<file path="src/rtl/if_id_fetch_pkg.sv">
// if_id_fetch_pkg: shared pipeline types, constants and field helpers for the fetch stage.
package if_id_fetch_pkg;

  typedef enum logic [1:0] {IDLE, REQ, WAIT, HOLD} fetch_state_e;

  localparam logic [31:0] NOP_WORD = 32'h0000_0013;
  localparam int RS1_LSB = 15;
  localparam int RS2_LSB = 20;

  function automatic logic [4:0] rs1_of(input logic [31:0] instr);
    return instr[RS1_LSB +: 5];
  endfunction

  function automatic logic [4:0] rs2_of(input logic [31:0] instr);
    return instr[RS2_LSB +: 5];
  endfunction

  function automatic logic [31:0] next_pc(input logic [31:0] pc);
    return pc + 32'd4;
  endfunction

endpackage

</file>
<file path="src/rtl/if_id_fetch_if.sv">
// if_id_fetch_if: hazard-unit, instruction-memory and IF/ID signals of the fetch stage.
interface if_id_fetch_if;
  logic        PC_write;
  logic        IFID_Write;
  logic        branch_taken;
  logic [31:0] branch_target;
  logic        imem_req;
  logic [31:0] imem_addr;
  logic        imem_gnt;
  logic        imem_rvalid;
  logic [31:0] imem_rdata;
  logic [31:0] IFID_pc;
  logic [31:0] IFID_instr;
  logic        IFID_valid;
  logic [4:0]  IFID_rs1;
  logic [4:0]  IFID_rs2;

  modport master (
    input  PC_write, IFID_Write, branch_taken, branch_target,
    input  imem_gnt, imem_rvalid, imem_rdata,
    output imem_req, imem_addr,
    output IFID_pc, IFID_instr, IFID_valid, IFID_rs1, IFID_rs2
  );

  modport slave (
    output PC_write, IFID_Write, branch_taken, branch_target,
    output imem_gnt, imem_rvalid, imem_rdata,
    input  imem_req, imem_addr,
    input  IFID_pc, IFID_instr, IFID_valid, IFID_rs1, IFID_rs2
  );
endinterface

</file>
<file path="src/rtl/if_id_fetch_fetch_ctrl.sv">
// fetch_ctrl: fetch FSM, PC and hold buffer; keeps at most one memory request in flight.
module fetch_ctrl
  import if_id_fetch_pkg::*;
#(
  parameter logic [31:0] RESET_PC = 32'h0000_0000
) (
  input  logic        clk,
  input  logic        rst_n,
  input  logic        advance_i,
  input  logic        branch_taken_i,
  input  logic [31:0] branch_target_i,
  input  logic        imem_gnt_i,
  input  logic        imem_rvalid_i,
  input  logic [31:0] imem_rdata_i,
  output logic        imem_req_o,
  output logic [31:0] imem_addr_o,
  output logic        load_o,
  output logic [31:0] load_pc_o,
  output logic [31:0] load_instr_o
);
  fetch_state_e state_q, state_d;
  logic [31:0] pc_q, pc_d, inflight_q, inflight_d, hold_q, hold_d;
  logic drop_q, drop_d;

  always_ff @(posedge clk or negedge rst_n) begin
    if (!rst_n) begin
      state_q    <= IDLE;
      pc_q       <= RESET_PC;
      inflight_q <= '0;
      hold_q     <= '0;
      drop_q     <= 1'b0;
    end else begin
      state_q    <= state_d;
      pc_q       <= pc_d;
      inflight_q <= inflight_d;
      hold_q     <= hold_d;
      drop_q     <= drop_d;
    end
  end

  assign imem_req_o  = state_q == REQ;
  assign imem_addr_o = pc_q;
  assign load_pc_o   = inflight_q;

  always_comb begin
    state_d      = state_q;
    pc_d         = pc_q;
    inflight_d   = inflight_q;
    hold_d       = hold_q;
    drop_d       = drop_q;
    load_o       = 1'b0;
    load_instr_o = imem_rdata_i;
    unique case (state_q)
      IDLE: state_d = REQ;
      REQ: if (imem_gnt_i) begin
        inflight_d = pc_q;
        state_d    = WAIT;
      end
      WAIT: if (imem_rvalid_i) begin
        state_d = REQ;
        if (drop_q) drop_d = 1'b0;
        else if (advance_i) load_o = 1'b1;
        else begin
          hold_d  = imem_rdata_i;
          state_d = HOLD;
        end
      end
      HOLD: if (advance_i) begin
        load_o       = 1'b1;
        load_instr_o = hold_q;
        state_d      = REQ;
      end
    endcase
    if (load_o) pc_d = next_pc(pc_q);
    // A redirect must still drain a response it cannot cancel, so it waits with drop set.
    if (branch_taken_i) begin
      load_o  = 1'b0;
      pc_d    = {branch_target_i[31:2], 2'b00};
      drop_d  = (state_q == REQ && imem_gnt_i) || (state_q == WAIT && !imem_rvalid_i);
      state_d = drop_d ? WAIT : REQ;
    end
  end
endmodule

</file>
<file path="src/rtl/if_id_fetch.sv">
// if_id_fetch: instruction fetch stage with IF/ID pipeline register.
module if_id_fetch
  import if_id_fetch_pkg::*;
#(
  parameter logic [31:0] RESET_PC  = 32'h0000_0000,
  parameter logic [31:0] NOP_INSTR = NOP_WORD
) (
  input logic          clk,
  input logic          rst_n,
  if_id_fetch_if.master bus
);
  logic        load;
  logic [31:0] load_pc, load_instr;
  logic [31:0] pc_q, pc_d, instr_q, instr_d;
  logic        valid_q, valid_d;

  fetch_ctrl #(.RESET_PC(RESET_PC)) u_ctrl (
    .clk            (clk),
    .rst_n          (rst_n),
    .advance_i      (bus.PC_write & bus.IFID_Write),
    .branch_taken_i (bus.branch_taken),
    .branch_target_i(bus.branch_target),
    .imem_gnt_i     (bus.imem_gnt),
    .imem_rvalid_i  (bus.imem_rvalid),
    .imem_rdata_i   (bus.imem_rdata),
    .imem_req_o     (bus.imem_req),
    .imem_addr_o    (bus.imem_addr),
    .load_o         (load),
    .load_pc_o      (load_pc),
    .load_instr_o   (load_instr)
  );

  always_comb begin
    pc_d    = pc_q;
    instr_d = instr_q;
    valid_d = valid_q;
    if (bus.branch_taken || (bus.IFID_Write && !load)) begin
      instr_d = NOP_INSTR;
      valid_d = 1'b0;
    end else if (load) begin
      pc_d    = load_pc;
      instr_d = load_instr;
      valid_d = 1'b1;
    end
  end

  always_ff @(posedge clk or negedge rst_n) begin
    if (!rst_n) begin
      pc_q    <= '0;
      instr_q <= NOP_INSTR;
      valid_q <= 1'b0;
    end else begin
      pc_q    <= pc_d;
      instr_q <= instr_d;
      valid_q <= valid_d;
    end
  end

  assign bus.IFID_pc    = pc_q;
  assign bus.IFID_instr = instr_q;
  assign bus.IFID_valid = valid_q;
  assign bus.IFID_rs1   = rs1_of(instr_q);
  assign bus.IFID_rs2   = rs2_of(instr_q);
endmodule

</file>
<file path="src/flat_wrapper.sv">
// flat-port wrapper written by rule: the top's interface ports become plain ports
module if_id_fetch_flat import if_id_fetch_pkg::*;
#(
  parameter logic [31:0] RESET_PC  = 32'h0000_0000,
  parameter logic [31:0] NOP_INSTR = NOP_WORD
)
  (clk, rst_n, bus_PC_write, bus_IFID_Write, bus_branch_taken, bus_branch_target, bus_imem_gnt, bus_imem_rvalid, bus_imem_rdata, bus_imem_req, bus_imem_addr, bus_IFID_pc, bus_IFID_instr, bus_IFID_valid, bus_IFID_rs1, bus_IFID_rs2);
  if_id_fetch_if bus_i ();
  input logic clk;
  input logic rst_n;
  input wire logic [$bits(bus_i.PC_write)-1:0] bus_PC_write;
  input wire logic [$bits(bus_i.IFID_Write)-1:0] bus_IFID_Write;
  input wire logic [$bits(bus_i.branch_taken)-1:0] bus_branch_taken;
  input wire logic [$bits(bus_i.branch_target)-1:0] bus_branch_target;
  input wire logic [$bits(bus_i.imem_gnt)-1:0] bus_imem_gnt;
  input wire logic [$bits(bus_i.imem_rvalid)-1:0] bus_imem_rvalid;
  input wire logic [$bits(bus_i.imem_rdata)-1:0] bus_imem_rdata;
  output wire logic [$bits(bus_i.imem_req)-1:0] bus_imem_req;
  output wire logic [$bits(bus_i.imem_addr)-1:0] bus_imem_addr;
  output wire logic [$bits(bus_i.IFID_pc)-1:0] bus_IFID_pc;
  output wire logic [$bits(bus_i.IFID_instr)-1:0] bus_IFID_instr;
  output wire logic [$bits(bus_i.IFID_valid)-1:0] bus_IFID_valid;
  output wire logic [$bits(bus_i.IFID_rs1)-1:0] bus_IFID_rs1;
  output wire logic [$bits(bus_i.IFID_rs2)-1:0] bus_IFID_rs2;
  assign bus_i.PC_write = bus_PC_write;
  assign bus_i.IFID_Write = bus_IFID_Write;
  assign bus_i.branch_taken = bus_branch_taken;
  assign bus_i.branch_target = bus_branch_target;
  assign bus_i.imem_gnt = bus_imem_gnt;
  assign bus_i.imem_rvalid = bus_imem_rvalid;
  assign bus_i.imem_rdata = bus_imem_rdata;
  assign bus_imem_req = bus_i.imem_req;
  assign bus_imem_addr = bus_i.imem_addr;
  assign bus_IFID_pc = bus_i.IFID_pc;
  assign bus_IFID_instr = bus_i.IFID_instr;
  assign bus_IFID_valid = bus_i.IFID_valid;
  assign bus_IFID_rs1 = bus_i.IFID_rs1;
  assign bus_IFID_rs2 = bus_i.IFID_rs2;
  if_id_fetch #(.RESET_PC(RESET_PC), .NOP_INSTR(NOP_INSTR)) u_core (.clk(clk), .rst_n(rst_n), .bus(bus_i));
endmodule
</file>
<file path="config.mk">
export PLATFORM = sky130hd
export DESIGN_NAME = if_id_fetch_flat
export DESIGN_NICKNAME = d
export VERILOG_FILES = /design/src/rtl/if_id_fetch_pkg.sv /design/src/rtl/if_id_fetch_if.sv /design/src/rtl/if_id_fetch_fetch_ctrl.sv /design/src/rtl/if_id_fetch.sv /design/src/flat_wrapper.sv
export SDC_FILE = /design/constraint.sdc
export NUM_CORES = 1
export LEC_CHECK = 0
export CAP_MARGIN = 20
export CORE_UTILIZATION = 43
export DETAILED_ROUTE_END_ITERATION = 8
export GPL_ROUTABILITY_DRIVEN = 0
export HOLD_SLACK_MARGIN = 0.1
export PLACE_DENSITY = 0.74
export SLEW_MARGIN = 20
export SYNTH_ARGS = -nofsm -noshare
export SYNTH_HDL_FRONTEND = slang
export SYNTH_SLANG_ARGS = --single-unit
</file>
<file path="constraint.sdc">
create_clock -name clk -period 1.7 [get_ports clk]
set_input_delay 0.255 -clock clk [delete_from_list [all_inputs] [get_ports clk]]
set_output_delay 0.255 -clock clk [all_outputs]
set_load 0.01 [all_outputs]
</file>
==> results.txt <==
Based on the critical path, the design can be clocked at up to 0.5606 GHz. Using the TritonRoute via totals, the vias-per-cell ratio works out to 5.249. Cells fill 67.87% of the core in the end. The worst setup path is of the register to register kind.

The worst setup path endpoint is u_core.bus.IFID_pc[13]$_DFFE_PN0P_. The cell area after layout is 0.01090 sq mm. The maximum number of pins on one net before global-route repair is 45. The library cell contributing the largest single delay on the critical path is dfrtp_1. The final reports fail on setup timing. The largest family of logic cells by synthesized area is simple AND/OR/NAND/NOR gates. The count of TritonRoute iterations in the first routing pass came out at 5.

Counting buffers and inverters, the worst setup path is 8 cells deep. The data required time at the worst endpoint came out at 2.02 ns. The total routed wirelength came out at 20520 microns. The number of filler instances in the final layout came out at 1140.

The routed wire length per instance is 18.29 microns. The area after detailed placement is 0.009599 sq mm. The final layout net count came out at 969. The worst hold path stage count is 2. The stage delay of the slowest cell on the critical path came out at 0.38 ns. The share of the yosys chip area belonging to registers is 55.37%.

From left edge to right edge, the die measures 130.9 microns. The shortest clock period the worst path allows after layout is 1.784 ns. The total global routing track utilization is 24.03%. The growth of design area from synthesis to finish came out at 52.50%. The clock root buffer is clkbuf_16. In this run the worst setup path begins at u_core.u_ctrl.state_q[0]$_DFFE_PN0P_.

Setup violations remaining at the end of the flow were counted as 70. The worst voltage drop across the vdd grid is 0.0008270 V. After layout, the worst setup slack is -0.08377 ns. The critical-path maximum fanout is 17. The cell count after synthesis came out at 655.

The number of standard-cell rows in the floorplan is 46. The yosys synthesis warning count came out at 0. In the final layout, the share of cells above drive strength 1 is 30.02%.

The total overflow reported by the global router is 0. The worst hold slack across all endpoints came out at 0.2261 ns. The depth of the worst register-to-register path came out at 8.

Prior to clock tree synthesis, the placed netlist has a worst setup slack of -0.4132 ns. The xor/xnor share of the synthesized area came out at 3.309%. The number of antenna diodes came out at 0. The maximum level of the CTS H-tree is 4. The via count of the first global-routing pass is 5916. The residual DRC count came out at 0. The total die area is 0.01714 sq mm. The final count of hold timing violations came to 0. The synthesized area divided by synthesized cell count came out at 10.91 sq um. Pin placement for this block handled 179 I/O pins. The post-route total power is 13.53 mW. The complex-gate fraction of the synthesized area came out at 6.250%. The max-slew violation count came out at 0. Setup repair after global routing could not meet its margin everywhere. The clock-pin slew on the worst setup and hold paths is 0.06 ns.

The final worst clock skew came out at 0.009918 ns. The clock drives 158 sinks. The longest clock path from root to sink contains 2 buffers. The synthesized design contains 0 enable-type register cells.

TritonCTS built the clock tree. In this run the worst hold path is classified as primary input to register. The library cell used most frequently in the layout, excluding fill and tap cells, is dfrtp_1. Walking the worst path, the cells encountered are inv_2 > ha_4 > nand3b_4 > a21o_4 > or2_4 > clkbuf_16 > nand2_1 > nand2_1. STA classifies the critical path startpoint as a register. Max-cap violations in this run came to 0.

Buffers placed on the I/O ports in this run total 172. The worst register-to-register path ends at u_core.bus.IFID_pc[13]$_DFFE_PN0P_. STA classifies the critical path endpoint as a register. Summing the areas of all and, or, nand and nor instances in the mapped netlist gives 16.04% of the synthesized area. The global-route wire length before repair is 30790 microns. In this run, placement finished with an instance count of 1071. Of all flip-flops after synthesis, the portion carrying an async set or reset was 100.0%. The total buffers and inverters traversed by the critical path came out at 2. The initial utilization of the core area, before any placement, comes to 44.51%. The static leakage came out at 5.231 nW. For this block, the initial DRC count from the detailed router was 372. The total power per unit cell area came out at 1241 mW/mm^2. The post-route setup TNS came out at -2.788 ns. For this run, the leading register cell type out of synthesis is dfrtp_1.

The flow ran to the end, but the final reports show violations. The insertion delay of the later-clocked pin in the worst-skew pair came out at 0.43 ns. The worst register-to-register path begins at u_core.u_ctrl.state_q[0]$_DFFE_PN0P_. The initial antenna violation count came out at 0. The final period utilization came out at 104.9%.

After synthesis the cells add up to 0.007147 sq mm. The final cell count without fillers is 1122. The routed via count came out at 5889. The dominant cell type by count on the critical path is nand2_1. The adder-cell share of the synthesized area is 0.8754%. The chip height came out at 130.9 microns. The largest delay contributor family on the critical path is simple AND/OR/NAND/NOR gates. In the layout the commonest cells are dfrtp_1, nand2_1, clkdlybuf4s50_1, buf_4, mux2_2. The signal arrival time at the worst endpoint came out at 2.11 ns.

The multiplexer share of the synthesized area is 13.81%. The synthesized design contains 158 register bits. In this run, CTS created clock tree buffers numbering 17. In this run the remaining antenna-violating nets after routing total 0. The number of different library cells used by synthesis comes to 45. The HPWL reported at the end of detailed placement came out at 13080 microns. The area of the core came out at 0.01606 sq mm. Setup slack on the worst reg-to-reg path comes out at -0.08 ns.
[state kept, by name (all words and copies together) (netlist names)]
register / cells
u_core.bus.IFID_instr: 32
u_core.bus.IFID_pc: 30
u_core.bus.IFID_valid: 1
u_core.u_ctrl.drop_q: 1
u_core.u_ctrl.hold_q: 32
u_core.u_ctrl.imem_addr_o: 30
u_core.u_ctrl.load_pc_o: 30
u_core.u_ctrl.state_q: 2
[cell usage after synthesis (all sizes together), types with 2 or more instances]
library cell | n | area, sq um
nand4 | 9 | 62.56
a211oi | 3 | 27.52
inv | 9 | 33.78
and4 | 2 | 17.52
a2bb2oi | 3 | 26.28
mux2i | 30 | 300.3
o22ai | 3 | 18.77
nor2 | 9 | 33.78
xor2 | 7 | 61.31
nor3 | 6 | 35.03
clkbuf | 17 | 63.81
and3 | 8 | 50.05
nor2b | 2 | 12.51
dfstp | 3 | 78.83
mux2 | 61 | 686.9
nand3 | 10 | 50.05
dfrtp | 155 | 3879
ha | 5 | 62.56
nand2 | 165 | 624.4
nor3b | 2 | 15.01
o21ai | 58 | 290.3
buf | 34 | 209.0
nor4 | 15 | 187.7
nand2b | 4 | 25.02
xnor2 | 20 | 175.2
a21oi | 5 | 25.02
[how the worst min path moves through the flow]
stage / slack [ns] / endpoint / from
floorplan: -0.04 / u_core.bus.IFID_instr[10]$_DFFE_PN0P_ / rst_n
global placement: 0.22 / u_core.bus.IFID_instr[24]$_DFFE_PN0P_ / rst_n
detailed placement: 0.22 / u_core.bus.IFID_valid$_DFFE_PN0P_ / rst_n
CTS: 0.21 / u_core.u_ctrl.imem_addr_o[11]$_DFFE_PN0P_ / bus_branch_taken
global route: 0.25 / u_core.u_ctrl.imem_addr_o[4]$_DFFE_PN0P_ / bus_branch_taken
finish: 0.23 / u_core.u_ctrl.imem_addr_o[11]$_DFFE_PN0P_ / bus_branch_taken
[layer usage]
metal | wire length (microns) | track usage, %
met1 | 8515 | 29.62
met3 | 1222 | 5.049
met2 | 10360 | 41.21
met5 | 0 | 0
met4 | 416 | 9.533
[cell families (layout without fill, tap and decap cells)]
logic type | after synthesis | in the layout
flip-flops | 158 | 158
buffers and inverters | 60 | 307
XOR/XNOR | 27 | 27
other | 1 | 4
adder cells (fa/ha/maj) | 5 | 5
multiplexers | 91 | 91
AO/OA/AOI/OAI | 78 | 79
AND/OR/NAND/NOR | 235 | 235
[layout make-up]
class,instances,area [sq um],share of cell area [%]
flip-flops and latches,158,3963,36.36
clock inverters,6,86.33,0.7921
repair buffers,266,2715,24.91
inverters,9,38.79,0.3559
well taps,216,270.3,2.480
clock buffers,26,489.2,4.489
multi-input cells,441,3337,30.62
[repair_timing]
action,in CTS,in global routing
pin swaps,35,23
setup buffers,10,1
setup endpoints to repair,140,125
gates resized for setup,79,66
endpoints found under the hold margin,40,0
gates cloned,5,4
hold buffers,1,0
[power by group]
part | leakage (nW) | internal, mW | switching, mW
logic | 2.96 | 2.38 | 1.82
clock network | 0.279 | 2.28 | 1.48
registers | 2.00 | 4.91 | 0.668
total | 5.23 | 9.57 | 3.96
(Power assumes the default switching activity.)
